`src/rtl/cpu_pkg.sv`:
```
// Shared definitions for the 8-bit, 4-register pipeline CPU: opcodes,
// instruction field slices and the fetch-unit state encoding.
package cpu_pkg;

   localparam logic [1:0] OP_ADD  = 2'b00;
   localparam logic [1:0] OP_SUB  = 2'b01;
   localparam logic [1:0] OP_LOAD = 2'b10;
   localparam logic [1:0] OP_JMP  = 2'b11;

   typedef enum logic {
      LOAD = 1'b0,
      RUN  = 1'b1
   } fetch_state_e;

   function automatic logic [1:0] opcode(input logic [7:0] instr);
      return instr[7:6];
   endfunction

   function automatic logic [1:0] rd(input logic [7:0] instr);
      return instr[5:4];
   endfunction

   function automatic logic [1:0] rs1(input logic [7:0] instr);
      return instr[3:2];
   endfunction

   function automatic logic [1:0] rs2(input logic [7:0] instr);
      return instr[1:0];
   endfunction

   function automatic logic [3:0] jmp_tgt(input logic [7:0] instr);
      return instr[3:0];
   endfunction

endpackage

```
`src/rtl/sync_fifo.sv`:
```
// Small synchronous FIFO with a combinational head, push-while-full when a
// pop happens on the same edge, and a flush that overrides push and pop.
module sync_fifo #(
   parameter int WIDTH = 12,
   parameter int DEPTH = 2
) (
   input  logic                     clk,
   input  logic                     rst_n,
   input  logic                     push,
   input  logic                     pop,
   input  logic                     flush,
   input  logic [WIDTH-1:0]         din,
   output logic [WIDTH-1:0]         dout,
   output logic                     full,
   output logic                     empty,
   output logic [$clog2(DEPTH):0]   level
);

   localparam int PW = $clog2(DEPTH);
   localparam int LW = PW + 1;

   logic [WIDTH-1:0] mem_q [DEPTH];
   logic [PW-1:0]    wr_ptr_q, wr_ptr_d;
   logic [PW-1:0]    rd_ptr_q, rd_ptr_d;
   logic [LW-1:0]    level_q, level_d;
   logic             do_push, do_pop;

   assign full  = (level_q == LW'(DEPTH));
   assign empty = (level_q == '0);
   assign level = level_q;
   assign dout  = mem_q[rd_ptr_q];

   assign do_pop  = pop && !empty;
   assign do_push = push && (!full || do_pop);

   always_comb begin
      wr_ptr_d = wr_ptr_q;
      rd_ptr_d = rd_ptr_q;
      level_d  = level_q;
      if (flush) begin
         wr_ptr_d = '0;
         rd_ptr_d = '0;
         level_d  = '0;
      end else begin
         if (do_push) wr_ptr_d = wr_ptr_q + PW'(1);
         if (do_pop)  rd_ptr_d = rd_ptr_q + PW'(1);
         if (do_push && !do_pop)      level_d = level_q + LW'(1);
         else if (do_pop && !do_push) level_d = level_q - LW'(1);
      end
   end

   always_ff @(posedge clk) begin
      if (!rst_n) begin
         wr_ptr_q <= '0;
         rd_ptr_q <= '0;
         level_q  <= '0;
      end else begin
         wr_ptr_q <= wr_ptr_d;
         rd_ptr_q <= rd_ptr_d;
         level_q  <= level_d;
      end
   end

   // Storage is data only; validity is tracked by the pointers and level.
   always_ff @(posedge clk) begin
      if (do_push && !flush) mem_q[wr_ptr_q] <= din;
   end

endmodule

```
`src/rtl/pipe_fetch_unit.sv`:
```
// Instruction-fetch front end: programmable instruction memory, PC with local
// absolute-jump resolution, and a prefetch FIFO toward decode.
module pipe_fetch_unit
   import cpu_pkg::*;
#(
   parameter int ADDR_W = 4,
   parameter int DATA_W = 8,
   parameter int DEPTH  = 2
) (
   input  logic                      clk,
   input  logic                      rst_n,
   input  logic                      prog_we,
   input  logic [ADDR_W-1:0]         prog_addr,
   input  logic [DATA_W-1:0]         prog_data,
   input  logic                      start,
   input  logic                      stop,
   output logic                      out_valid,
   input  logic                      out_ready,
   output logic [DATA_W-1:0]         out_instr,
   output logic [ADDR_W-1:0]         out_pc,
   output logic                      running,
   output logic [$clog2(DEPTH):0]    fifo_level
);

   localparam int FW = ADDR_W + DATA_W;

   fetch_state_e      state_q, state_d;
   logic [ADDR_W-1:0] pc_q, pc_d;
   logic [DATA_W-1:0] imem_q [2**ADDR_W];

   logic [DATA_W-1:0] fetch_instr;
   logic              fetch_is_jmp;
   logic              fifo_push, fifo_pop, fifo_flush;
   logic              fifo_full, fifo_empty;
   logic [FW-1:0]     fifo_dout;
   logic              fetch_room;

   assign fetch_instr  = imem_q[pc_q];
   assign fetch_is_jmp = (opcode(fetch_instr) == OP_JMP);
   assign fifo_pop     = out_valid && out_ready;
   // A slot frees up on the same edge the head is consumed.
   assign fetch_room   = !fifo_full || fifo_pop;

   always_comb begin
      state_d    = state_q;
      pc_d       = pc_q;
      fifo_push  = 1'b0;
      fifo_flush = 1'b0;
      case (state_q)
         LOAD: begin
            if (start && !stop) begin
               state_d = RUN;
               pc_d    = '0;
            end
         end
         RUN: begin
            if (stop) begin
               state_d    = LOAD;
               pc_d       = '0;
               fifo_flush = 1'b1;
            end else if (fetch_room) begin
               if (fetch_is_jmp) begin
                  pc_d = ADDR_W'(jmp_tgt(fetch_instr));
               end else begin
                  fifo_push = 1'b1;
                  pc_d      = pc_q + ADDR_W'(1);
               end
            end
         end
         default: state_d = LOAD;
      endcase
   end

   always_ff @(posedge clk) begin
      if (!rst_n) begin
         state_q <= LOAD;
         pc_q    <= '0;
      end else begin
         state_q <= state_d;
         pc_q    <= pc_d;
      end
   end

   // Memory survives reset; it is only writable while loading.
   always_ff @(posedge clk) begin
      if (rst_n && state_q == LOAD && prog_we) imem_q[prog_addr] <= prog_data;
   end

   sync_fifo #(
      .WIDTH (FW),
      .DEPTH (DEPTH)
   ) u_fifo (
      .clk   (clk),
      .rst_n (rst_n),
      .push  (fifo_push),
      .pop   (fifo_pop),
      .flush (fifo_flush),
      .din   ({pc_q, fetch_instr}),
      .dout  (fifo_dout),
      .full  (fifo_full),
      .empty (fifo_empty),
      .level (fifo_level)
   );

   assign out_valid = !fifo_empty;
   assign out_instr = out_valid ? fifo_dout[DATA_W-1:0] : '0;
   assign out_pc    = out_valid ? fifo_dout[FW-1:DATA_W] : '0;
   assign running   = (state_q == RUN);

endmodule

```
`config.mk`:
```
export PLATFORM = sky130hd
export DESIGN_NAME = pipe_fetch_unit
export DESIGN_NICKNAME = d
export VERILOG_FILES = /design/src/rtl/cpu_pkg.sv /design/src/rtl/sync_fifo.sv /design/src/rtl/pipe_fetch_unit.sv
export SDC_FILE = /design/constraint.sdc
export NUM_CORES = 1
export LEC_CHECK = 0
export ABC_AREA = 1
export CORE_MARGIN = 2
export CORE_UTILIZATION = 60
export CTS_CLUSTER_SIZE = 16
export DETAILED_ROUTE_END_ITERATION = 8
export PLACE_DENSITY = 0.8
export SLEW_MARGIN = 20
export SYNTH_ARGS = -nofsm -noshare
export SYNTH_HDL_FRONTEND = slang
export SYNTH_SLANG_ARGS = --single-unit
```
`constraint.sdc`:
```
create_clock -name clk -period 2.7 [get_ports clk]
set_input_delay 0.405 -clock clk [delete_from_list [all_inputs] [get_ports clk]]
set_output_delay 0.405 -clock clk [all_outputs]
set_load 0.05 [all_outputs]
```
Yosys cells after proc, flatten, opt, wreduce, memory -nomap -nowiden
Memories as Yosys holds them, arrays and structs flattened. A register that Yosys moved wholly into a read port is not among the register bits. Index checks and enable logic that the tools add are counted.

Register bits: 9. RAM bits: 152. Word-level logic and storage cells: 65. Memories kept: 2.

$add $sub $neg: 5. Equal/unequal tests: 4. Mux-type cells: 26. Bitwise logic cells: 2. Reductions and logical operators: 21.

Memories: imem_q (depth 16, width 8, rd ports 1, clocked after Yosys merged registers in 1, write ports 1, line pipe_fetch_unit.sv:29) `logic [DATA_W-1:0] imem_q [2**ADDR_W];`; u_fifo.mem_q (depth 2, width 12, rd ports 1, clocked after Yosys merged registers in 1, write ports 1, line sync_fifo.sv:22) `logic [WIDTH-1:0] mem_q [DEPTH];`.

Operators with widths (number): 4-bit 2-to-1 mux (7); 1-bit 2-to-1 mux (14); 1-bit logical AND (9); 8-bit 2-to-1 mux (1); 4-bit one-hot mux with 2 select lines (1); 1-bit zero test (6); 4-bit by 1-bit adder with 4-bit output (second input constant) (1); 2-bit == test (second input constant) (2); 2-bit 2-to-1 mux (2); 3-bit by 2-bit != test with 1-bit output (second input constant) (1); 1-bit adder (second input constant) (2); 2-bit by 1-bit adder with 2-bit output (second input constant) (1); 2-bit zero test (1); 1-bit logical OR (2); 2-bit != test (second input constant) (1); 1-bit NOT (2); 1-bit one-hot mux with 2 select lines (1); 2-bit AND reduction (1); 2-bit nonzero test (1); 2-bit OR reduction (1); 2-bit by 1-bit subtractor with 2-bit output (second input constant) (1).

Depth between registers and ports, before layout
Gate-level depths: netlist (run 1).

Word-level depth: 12. Gate-level depth with buffers: 15. Mapped depth without buffers: 15.

Cells and area by module
Synthesis (run 1) repeated with hierarchy kept, for this count alone.

Cell total of the unflattened synthesis: 658. Area total of the unflattened synthesis: 7129.3 sq um.

By module, submodules not included: pipe_fetch_unit (instances 1, cells each 580, area an instance 5990.7 sq um, seq. area each 4023.9 sq um); sync_fifo (instances 1, cells each 78, area an instance 1138.6 sq um, seq. area each 820.8 sq um).

Worst setup path before layout (run 1)
No wires, ideal clock.

Path kind: reg2reg. Start: register u_fifo.level_q[0], in the netlist u_fifo.level[0]. End: memory u_fifo.mem_q[1][0], enable pin. Library setup time: 0.380 ns. Arrival time: 2.246 ns. Path slack: 0.073 ns. Cell stages (with the launch flop): 9. Buffers on the path: 0. Clock period less this slack: 2.627 ns. Path through: dfxtp_1 nor2_2 inv_1 nand2_1 nand3_1 nand2_1 inv_1 nand2_4 nor2_1.

Word-level cells in the longest chain between the ends: 11. Elaborated cells between the ends (all ways): 15. Those cells by class: eq/ne (1); mux (5); reduce/logical (9).

Ends and longest elaborated chain: from (decl) (line sync_fifo.sv:25) `logic [LW-1:0] level_q, level_d;`; from (signal assigned) (line sync_fifo.sv:60) `level_q <= level_d;`; 2-bit zero test * (line sync_fifo.sv:29) `assign empty = (level_q == '0);`; 1-bit zero test * (line pipe_fetch_unit.sv:105) `assign out_valid = !fifo_empty;`; named net out_valid (line pipe_fetch_unit.sv:17) `output logic out_valid,`; 1-bit logical AND (line pipe_fetch_unit.sv:40) `assign fifo_pop = out_valid && out_ready;`; 1-bit logical OR (line pipe_fetch_unit.sv:42) `assign fetch_room = !fifo_full || fifo_pop;`; 1-bit 2-to-1 mux (line pipe_fetch_unit.sv:61) `end else if (fetch_room) begin`; 1-bit 2-to-1 mux (line pipe_fetch_unit.sv:57) `if (stop) begin`; 1-bit 2-to-1 mux (line pipe_fetch_unit.sv:49) `case (state_q)`; 1-bit logical AND * (line sync_fifo.sv:34) `assign do_push = push && (!full || do_pop);`; 1-bit logical AND * (line sync_fifo.sv:66) `if (do_push && !flush) mem_q[wr_ptr_q] <= din;`; 1-bit 2-to-1 mux * (line sync_fifo.sv:66); 1-bit 2-to-1 mux (implied by the code) * (line sync_fifo.sv:66); to (decl) (line sync_fifo.sv:22).

Mark *: on every way through the listed nets, which the timed path passes. The rest lies on a longest branch.

==> results.yml, run 1 <==
status:
  outcome: "finished clean"
placed_design:
  io_buffer_count: 33
  hpwl_um: 9201
  place_inst: 763
  place_ws_ps: 313.1
  gp_congestion: 0.9018
routing:
  drt-pass1-iter-count: 5
  drt_iter0_drc: 489
  post_drt_wl_per_cell_um: 18.11
  wl_um: 14360
  route.detailed.drc: 0
  vias: 4516
  ant_nets: 0
  via_per_inst: 5.695
critical_path:
  r2r_slack_ps: 320
  worstPathMaxFanout: 13
  r2r_cells: 15
  worst_setup_path_end_kind: "output pin"
  start_kind: "flip-flop"
  worstSetupPathType: "reg -> out"
  crit_required_ps: 2300
  worstPathArrival_ps: 2020
  r2r-end: "u_fifo.level[1]"
worst_hold_path:
  whs_endpoint: "u_fifo.wr_ptr_q"
  hold_path_class: "reg -> reg"
  worstHoldStart: "u_fifo.wr_ptr_q"
  whs_path_depth: 2
timing:
  maxSlewHeadroom_pct: 52.84
  finalCriticalPeriod_ps: 2429
  setup_viol: 0
  post-route-worst-setup-slack_ps: 270.9
  slew_violations: 0
  finClkSkew_ps: 6.767
  final.period_utilization_pct: 89.97
  fmax_ghz: 0.4117
  hold_viol: 0
  worst_slew_pin_slew_ps: 705.2
  setup-tns-final_ps: 0
  rsz0062_at_grt: "false"
synthesis:
  syn-cell-area_mm2: 0.006829
  ys_seq_area_share_pct: 70.94
  synthArstFlopShare_pct: 0
  synthesis.nets: 607
  ys_types: 27
  synth_edf_count: 152
  yosys_warnings: 0
  synth-seq-cells: 166
  netlist_instances: 587
  avgSynthCellArea_um2: 11.63
  ys.flop_type: "edfxtp_1"
clock_tree:
  clkLatencyLatePin_ps: 430
  postCtsSetupBuffers: 0
  clkSinkCount: 166
  hold_buffers: 0
  clockRootBuffer: "clkbuf_16"
  cts_max_level: 4
  tritoncts: "built"
  numCtsBuffers: 17
  clk_path_buf_depth: 2
  clkTransAtPathRegs_ps: 60
global_route:
  grt_max_degree: 65
  grt_pass1_wl_um: 22870
  gr-usage-all-layers_pct: 24.84
  antenna_found_initial: 0
  grt_pass1_vias: 4486
  overflow: 0
cells_and_area:
  drive_above_1_share_pct: 11.03
  layoutNonFillerInstCount: 793
  fill_cells: 728
  diodes: 0
  area_delta_synth_final_pct: 15.99
  num-nets-final: 662
job:
  cap_violations: 0
floorplan:
  dieArea_mm2: 0.01225
  rows: 38
  initial_utilization_pct: 62.18
  io_pins: 34
  die_h_um: 110.7
  die_x_um: 110.7
  core-area_mm2: 0.01098
pwr:
  power.static_leakage_nw: 3.083
  ir_drop_v: 0.0005386
  power.density_mw_per_mm2: 695.6
## routing by layer
metal / vias up / global-route usage [%] / wire [µm]
li1: 2135 / - / -
met4: 0 / 12.08 / 424
met1: 2179 / 29.20 / 5583
met5: - / 0 / 0
met2: 166 / 41.80 / 7365
met3: 36 / 7.545 / 990
## how the worst max path moves through the flow
| stage | startpoint | to | slack, ps | cells after the start |
|---|---|---|---|---|
| 4_1_cts | flip-flop | out_pc[0] | 6 | 4 |
| 3_3_place_gp | u_fifo.level[0] | u_fifo.level[1] | 440 | 13 |
| 5_1_grt | flip-flop | u_fifo.level[1] | 70 | 15 |
| 3_5_place_dp | u_fifo.level[0] | u_fifo.level[1] | 310 | 13 |
| 6_report | flip-flop | out_instr[1] | 270 | 4 |
| 2_1_floorplan | u_fifo.level[0] | u_fifo.mem_q[1][0] | 70 | 8 |
## registers in the layout (all words and copies together), names as in the netlist, named ones only
name and flops:
u_fifo.mem_q 24, u_fifo.rd_ptr_q 1, u_fifo.level 2, imem_q 128, u_fifo.wr_ptr_q 1, running 1, pc_q 4
## timing repair
| action | in CTS | in global routing |
|---|---|---|
| setup endpoints to repair | 4 | 9 |
| endpoints found under the hold margin | 0 | 0 |
| gates resized for setup | 4 | 9 |
## cells by family after synthesis
group                      count (synthesis)  synth area share [%]
DFF                                      166                 70.94
buffers and inverters                     69                 5.075
xor gates and xnor gates                   3                0.3848
AOI/OAI and AO/OA                         51                 4.379
and+or+nand+nor                          296                 18.85
adders and majority gates                  2                0.3664
## critical path, cell delays in order, from the launching register on
cell,delay (ps)
dfxtp_1,440
inv_1,340
nand2_1,100
a21oi_1,160
dlygate4sd2_1,540
## cell usage after synthesis (2+ instances only)
master | count | area share [%]
a21oi_1 | 20 | 1.5
nand3_2 | 4 | 0.59
nand2_1 | 157 | 8.6
inv_1 | 40 | 2.2
buf_1 | 3 | 0.16
o221ai_1 | 7 | 0.90
edfxtp_1 | 152 | 67
inv_2 | 3 | 0.16
clkbuf_1 | 4 | 0.22
nand3_1 | 91 | 6.7
buf_4 | 8 | 0.88
o21ai_0 | 19 | 1.4
dfxtp_1 | 14 | 4.1
nand2_4 | 4 | 0.66
buf_2 | 4 | 0.29
nor2_1 | 37 | 2.0
ha_1 | 2 | 0.37
xor2_1 | 2 | 0.26
or2_2 | 2 | 0.18
buf_6 | 7 | 1.2
## per-stage QoR
stage               utilization (%)  total power, mW  cell area (µm²)  hold slack [ps]
floorplan                         -            3.235             6829            461.3
global placement              67.20            3.401             7381            474.0
detailed placement            67.20            3.417             7381            489.1
CTS                           71.90            5.538             7896            498.7
global route                  72.12            5.682             7921            521.5
finish                        72.12            5.510             7921            497.3
## cell usage in the layout, fill, tap and decap left out, drive strengths merged, types with 7 or more instances in the layout
master and n:
nand2 161, nand3 95, edfxtp 152, buf 29, o221ai 7, nor2 38, a21oi 21, clkdlybuf4s50 21
inv 43, clkbuf 19, o21ai 19, dlymetal6s2s 8, dfxtp 14
## report_power, final
| group | switching, mW | leakage [nW] | internal, mW |
|---|---|---|---|
| Sequential | 0.0265 | 1.49 | 2.84 |
| Clock | 0.913 | 0.245 | 1.24 |
| Combinational | 0.349 | 1.34 | 0.148 |
| Total | 1.29 | 3.08 | 4.22 |
## final cells by class
class | count | area (µm²) | share of cell area (%)
Inverter | 43 | 161.4 | 2.038
Multi-Input combinational cell | 352 | 1643 | 20.74
Sequential cell | 166 | 4846 | 61.18
Tap cell | 140 | 175.2 | 2.211
Clock buffer | 19 | 432.9 | 5.465
Clock inverter | 11 | 87.58 | 1.106
Timing Repair Buffer | 62 | 575.6 | 7.266
Power figures use the tool's default switching activity.
==> inputs of run 2 (changes only) <==
- CAP_MARGIN: not set -> 10
- CORE_UTILIZATION: 60 -> 62
- CTS_BUF_LIST: not set -> sky130_fd_sc_hd__clkbuf_4 sky130_fd_sc_hd__clkbuf_8
- PLACE_DENSITY: 0.8 -> 0.82
- SLEW_MARGIN: 20 -> not set
==> run 2 against run 1 <==
Via count increased by 1.6%. Worst hold slack worse by 9.4 ps. Combinational power is 2% lower. Global-route usage is 1.1 points higher. Utilization down 0.27 points. Clock skew up 5.9 ps. Cell area down 2.1%. Flip-flop and latch count unchanged. Setup slack lost 160 ps. Register-to-register slack better by 70 ps. Sequential share of layout area increased by 1.3 points. Critical endpoint is now out_pc[3]. Largest cell class unchanged.
==> results.yml, run 2 (synthesis results as in run 1) <==
floorplan:
  dieArea_mm2: 0.01187
  io_pins: 34
  die_x_um: 109.0
  rows: 38
  initial_utilization_pct: 63.27
  core-area_mm2: 0.01079
  die_h_um: 109.0
critical_path:
  max_stage_delay_ps: 810
  worstPathArrival_ps: 2180
  worst_setup_path_end_kind: "output pin"
  start_kind: "flip-flop"
  worstSetupPathType: "reg -> out"
  worstPathMaxFanout: 13
  crit_chain: "inv_1, nand2_1, a21oi_1, clkdlybuf4s50_1"
  slowest_stage: "clkdlybuf4s50_1"
  crit_required_ps: 2300
clock_tree:
  cts_max_level: 4
  postCtsSetupBuffers: 0
  cts_resized: 5
  hold_buffers: 0
  numCtsBuffers: 17
  clkSinkCount: 166
  clk_path_buf_depth: 2
  clockRootBuffer: "clkbuf_8"
  clkTransAtPathRegs_ps: 80
  clkLatencyLatePin_ps: 450
  tritoncts: "built"
routing:
  vias: 4589
  wl_met3_um: 1141
  wl_um: 14370
  via_per_inst: 5.802
  drt-pass1-iter-count: 6
  drt_iter0_drc: 500
  met1Wirelength_um: 5406
  post_drt_wl_per_cell_um: 18.17
  wl_met2_um: 7257
  ant_nets: 0
  route.detailed.drc: 0
  topRoutingLayerUsed: "met4"
cells_and_area:
  area_delta_synth_final_pct: 13.56
  reg.largest.list: "imem_q: 128 flops, u_fifo.mem_q: 24 flops, pc_q: 4 flops"
  final_area_mm2: 0.007755
  diodes: 0
  num-nets-final: 658
  most-common-layout-cells: "nand2_1 (157), edfxtp_1 (152), nand3_1 (91)"
  final_common_cell: "nand2_1"
  drive_above_1_share_pct: 11.37
  max_flop_register: "imem_q"
  largest_reg_flops: 128
timing:
  maxSlewHeadroom_pct: 54.37
  setup_viol: 0
  slew_violations: 0
  post-route-worst-setup-slack_ps: 115.1
  worst_hold_slack_ps: 487.9
  finalCriticalPeriod_ps: 2585
  setup-tns-final_ps: 0
  final.period_utilization_pct: 95.74
  rsz0062_at_grt: "false"
  finClkSkew_ps: 12.72
  hold_viol: 0
  worst_slew_pin_slew_ps: 682.3
  fmax_ghz: 0.3869
pwr:
  ir_drop_v: 0.0004298
  power.density_mw_per_mm2: 664.3
  power_mw: 5.151
  power.static_leakage_nw: 2.968
global_route:
  overflow: 0
  grt_max_degree: 49
  grt_pass1_vias: 4455
  antenna_found_initial: 0
  grt_pass1_wl_um: 22350
  gr-usage-all-layers_pct: 25.92
placed_design:
  hpwl_um: 9311
  place_area_mm2: 0.007338
  place_ws_ps: 406.5
  gp_congestion: 0.9281
  io_buffer_count: 33
status:
  outcome: "finished clean"
job:
  cap_violations: 0
worst_hold_path:
  hold_path_class: "reg -> reg"
-- run 2: cell type report --
type	instances	area, µm²
timing repair buffer	58	524.3
inverter	43	161.4
tap	140	175.2
fill	701	3038
clock inverter	15	175.2
sequential	166	4847
clock buffer	17	234.0
multi-input combinational	352	1638
-- run 2: final timing paths --
kind                            slack, ps            start               to  cells after the start
worst min register to register        490  u_fifo.rd_ptr_q        flip-flop                      2
worst max register to register        390  u_fifo.level[0]  u_fifo.level[1]                     13
worst max-delay path                  120        flip-flop        out_pc[3]                      4
worst min-delay path                  490  u_fifo.rd_ptr_q        flip-flop                      2
-- run 2: routing by layer --
metal	global-route usage, %	vias up
li1	-	2132
met1	31.51	2160
met2	43.39	248
met3	6.216	49
met4	13.10	0
met5	0	-
-- run 2: critical path, delay by kind of cell, from the launching register on --
family                 cells  cell delay, ps
flip-flops                 1             400
AO/OA/AOI/OAI              1             140
AND/OR/NAND/NOR            1              80
buffers and inverters      2            1100
-- run 2: where the power goes --
group	switching (mW)	internal (mW)	total [mW]
Sequential	0.0249	2.83	2.86
Combinational	0.347	0.142	0.489
Clock	0.889	0.917	1.81
Total	1.26	3.89	5.15
-- run 2: metrics by stage --
step | instances | utilization (%)
4_1_cts | 791 | 71.73
3_5_place_dp | 759 | 67.99
5_1_grt | 791 | 71.85
6_report | 791 | 71.85
2_1_floorplan | 587 | -
3_3_place_gp | 759 | 67.99
==> inputs of run 3 (changes only) <==
- ABC_CLOCK_PERIOD_IN_PS: not set -> 2700
- RECOVER_POWER: not set -> 50
==> run 3 against run 2 <==
Routed wire length up 0.16%. Setup slack gained 4.8 ps. Combinational power is 0.8% lower. Final cell count unchanged. Clock skew is 1.1 ps lower. Total power about the same. Global-route usage did not move. Clock-buffer cell count did not move. Critical path depth unchanged. Clock power is essentially flat. Cell area shrank 0.42%. Critical path type unchanged. Largest cell class unchanged. Largest power group unchanged. Highest routed layer unchanged.
==> results.yml, run 3 (synthesis results as in run 1) <==
pwr:
  ir_drop_v: 0.0004245
  p_switching_mw: 1.260
  p_int_mw: 3.886
  power.static_leakage_nw: 2.948
  p_comb_share_pct: 9.4
  p_sw_share_pct: 24.49
  clkPwrFrac_pct: 35.1
  power_mw: 5.147
  power.density_mw_per_mm2: 666.5
  p_seq_share_pct: 55.5
placed_design:
  hpwl_um: 9311
  place_ws_ps: 406.5
  place_area_mm2: 0.007338
  io_buffer_count: 33
  gp_congestion: 0.9281
global_route:
  grt-busiest-layer: "met2"
  antenna_found_initial: 0
  gr-usage-met3_pct: 6.216
  gr-usage-all-layers_pct: 25.92
  met2_usage_pct: 43.39
  use_met1_pct: 31.51
  overflow: 0
  grt_max_degree: 49
  grt_pass1_vias: 4455
  grt_pass1_wl_um: 22350
clock_tree:
  clkLatencyLatePin_ps: 450
  clk_path_buf_depth: 2
  clockRootBuffer: "clkbuf_8"
  cts_max_level: 4
  clkTransAtPathRegs_ps: 80
  tritoncts: "built"
  clkSinkCount: 166
  hold_buffers: 0
  numCtsBuffers: 17
floorplan:
  rows: 38
  die_h_um: 109.0
  io_pins: 34
  initial_utilization_pct: 63.27
  core-area_mm2: 0.01079
  dieArea_mm2: 0.01187
  die_x_um: 109.0
timing:
  fmax_ghz: 0.3876
  worst_slew_pin_slew_ps: 705.4
  setup_viol: 0
  final.period_utilization_pct: 95.56
  post-route-worst-setup-slack_ps: 119.9
  finalCriticalPeriod_ps: 2580
  finClkSkew_ps: 11.60
  slew_violations: 0
  rsz0062_at_grt: "false"
  maxSlewHeadroom_pct: 52.82
  hold_viol: 0
  worst_hold_slack_ps: 487.9
  setup-tns-final_ps: 0
worst_hold_path:
  worstHoldStart: "u_fifo.rd_ptr_q"
  hold_path_class: "reg -> reg"
  whs_path_depth: 2
routing:
  vias: 4591
  ant_nets: 0
  wl_um: 14400
  drt-pass1-iter-count: 7
  via_per_inst: 5.804
  drt_iter0_drc: 531
  route.detailed.drc: 0
  post_drt_wl_per_cell_um: 18.20
cells_and_area:
  reg.largest.list: "imem_q: 128 flops, u_fifo.mem_q: 24 flops, pc_q: 4 flops"
  largest_reg_flops: 128
  drive_above_1_share_pct: 10.14
  area_delta_synth_final_pct: 13.08
  num-nets-final: 658
  diodes: 0
  final_common_cell: "nand2_1"
  final_area_mm2: 0.007722
  most-common-layout-cells: "nand2_1 (158), edfxtp_1 (152), nand3_1 (93)"
  max_flop_register: "imem_q"
critical_path:
  r2r_cells: 13
  worst_setup_path_end_kind: "output pin"
  start_kind: "flip-flop"
  worstPathMaxFanout: 13
  max_stage_delay_ps: 810
  r2r-end: "u_fifo.level[1]"
  worstSetupPathType: "reg -> out"
  crit_required_ps: 2300
  worstPathArrival_ps: 2180
  crit_chain: "inv_1, nand2_1, a21oi_1, clkdlybuf4s50_1"
  slowest_stage: "clkdlybuf4s50_1"
  r2r_slack_ps: 260
job:
  cap_violations: 0
status:
  outcome: "finished clean"
run 3: changes by cell type in the layout (fill, tap and decap cells not counted), sizes merged:
cell / change
dlygate4sd3: +9
buf: -4
clkbuf: +4
clkdlybuf4s50: -9
run 3: routing by layer:
| metal | routed length [µm] | vias up |
|---|---|---|
| li1 | - | 2132 |
| met1 | 5466 | 2150 |
| met2 | 7240 | 257 |
| met3 | 1120 | 52 |
| met4 | 568 | 0 |
| met5 | 0 | - |
run 3: stage by stage:
step / cells / util, %
after floorplan: 587 / -
after global placement: 759 / 67.99
after detailed placement: 759 / 67.99
after CTS: 791 / 71.73
after global routing: 791 / 71.55
final: 791 / 71.55
run 3: repair_timing:
action,4_1_cts,5_1_grt
setup buffers,0,0
endpoints found under the setup margin,5,7
resized for setup,5,6
run 3: worst max path at each step:
stage	start	cells past startpoint	slack, ps	endpoint
6_report	flip-flop	4	120	out_pc[3]
5_1_grt	flip-flop	4	30	out_instr[2]
4_1_cts	flip-flop	4	2	out_pc[0]
3_5_place_dp	u_fifo.level[0]	13	410	u_fifo.level[1]
3_3_place_gp	out_ready	12	490	u_fifo.level[1]
2_1_floorplan	u_fifo.level[0]	8	70	u_fifo.mem_q[1][0]
run 3: area by class of cell:
| class | count | area (µm²) |
|---|---|---|
| flip-flops and latches | 166 | 4847 |
| fillers | 713 | 3070 |
| multi-input cells | 352 | 1620 |
| repair buffers | 58 | 509.2 |
| clock buffers | 17 | 234.0 |
| clock inverters | 15 | 175.2 |
| well taps | 140 | 175.2 |
| inverters | 43 | 161.4 |
run 3: power by group through the flow:
| stage | logic [mW] | registers [mW] | clock network (mW) |
|---|---|---|---|
| final | 0.485 | 2.86 | 1.81 |
| after CTS | 0.489 | 2.86 | 1.83 |
| after detailed placement | 0.497 | 2.91 | 0 |
| after floorplan | 0.310 | 2.93 | 0 |
| after global placement | 0.483 | 2.91 | 0 |
| after global routing | 0.522 | 2.86 | 1.92 |
run 3: critical path: cells and delay by family (launching register included):
kind | cells | cell delay, ps
buf+inv | 2 | 1100
flops | 1 | 400
compound gates | 1 | 140
simple gates | 1 | 80
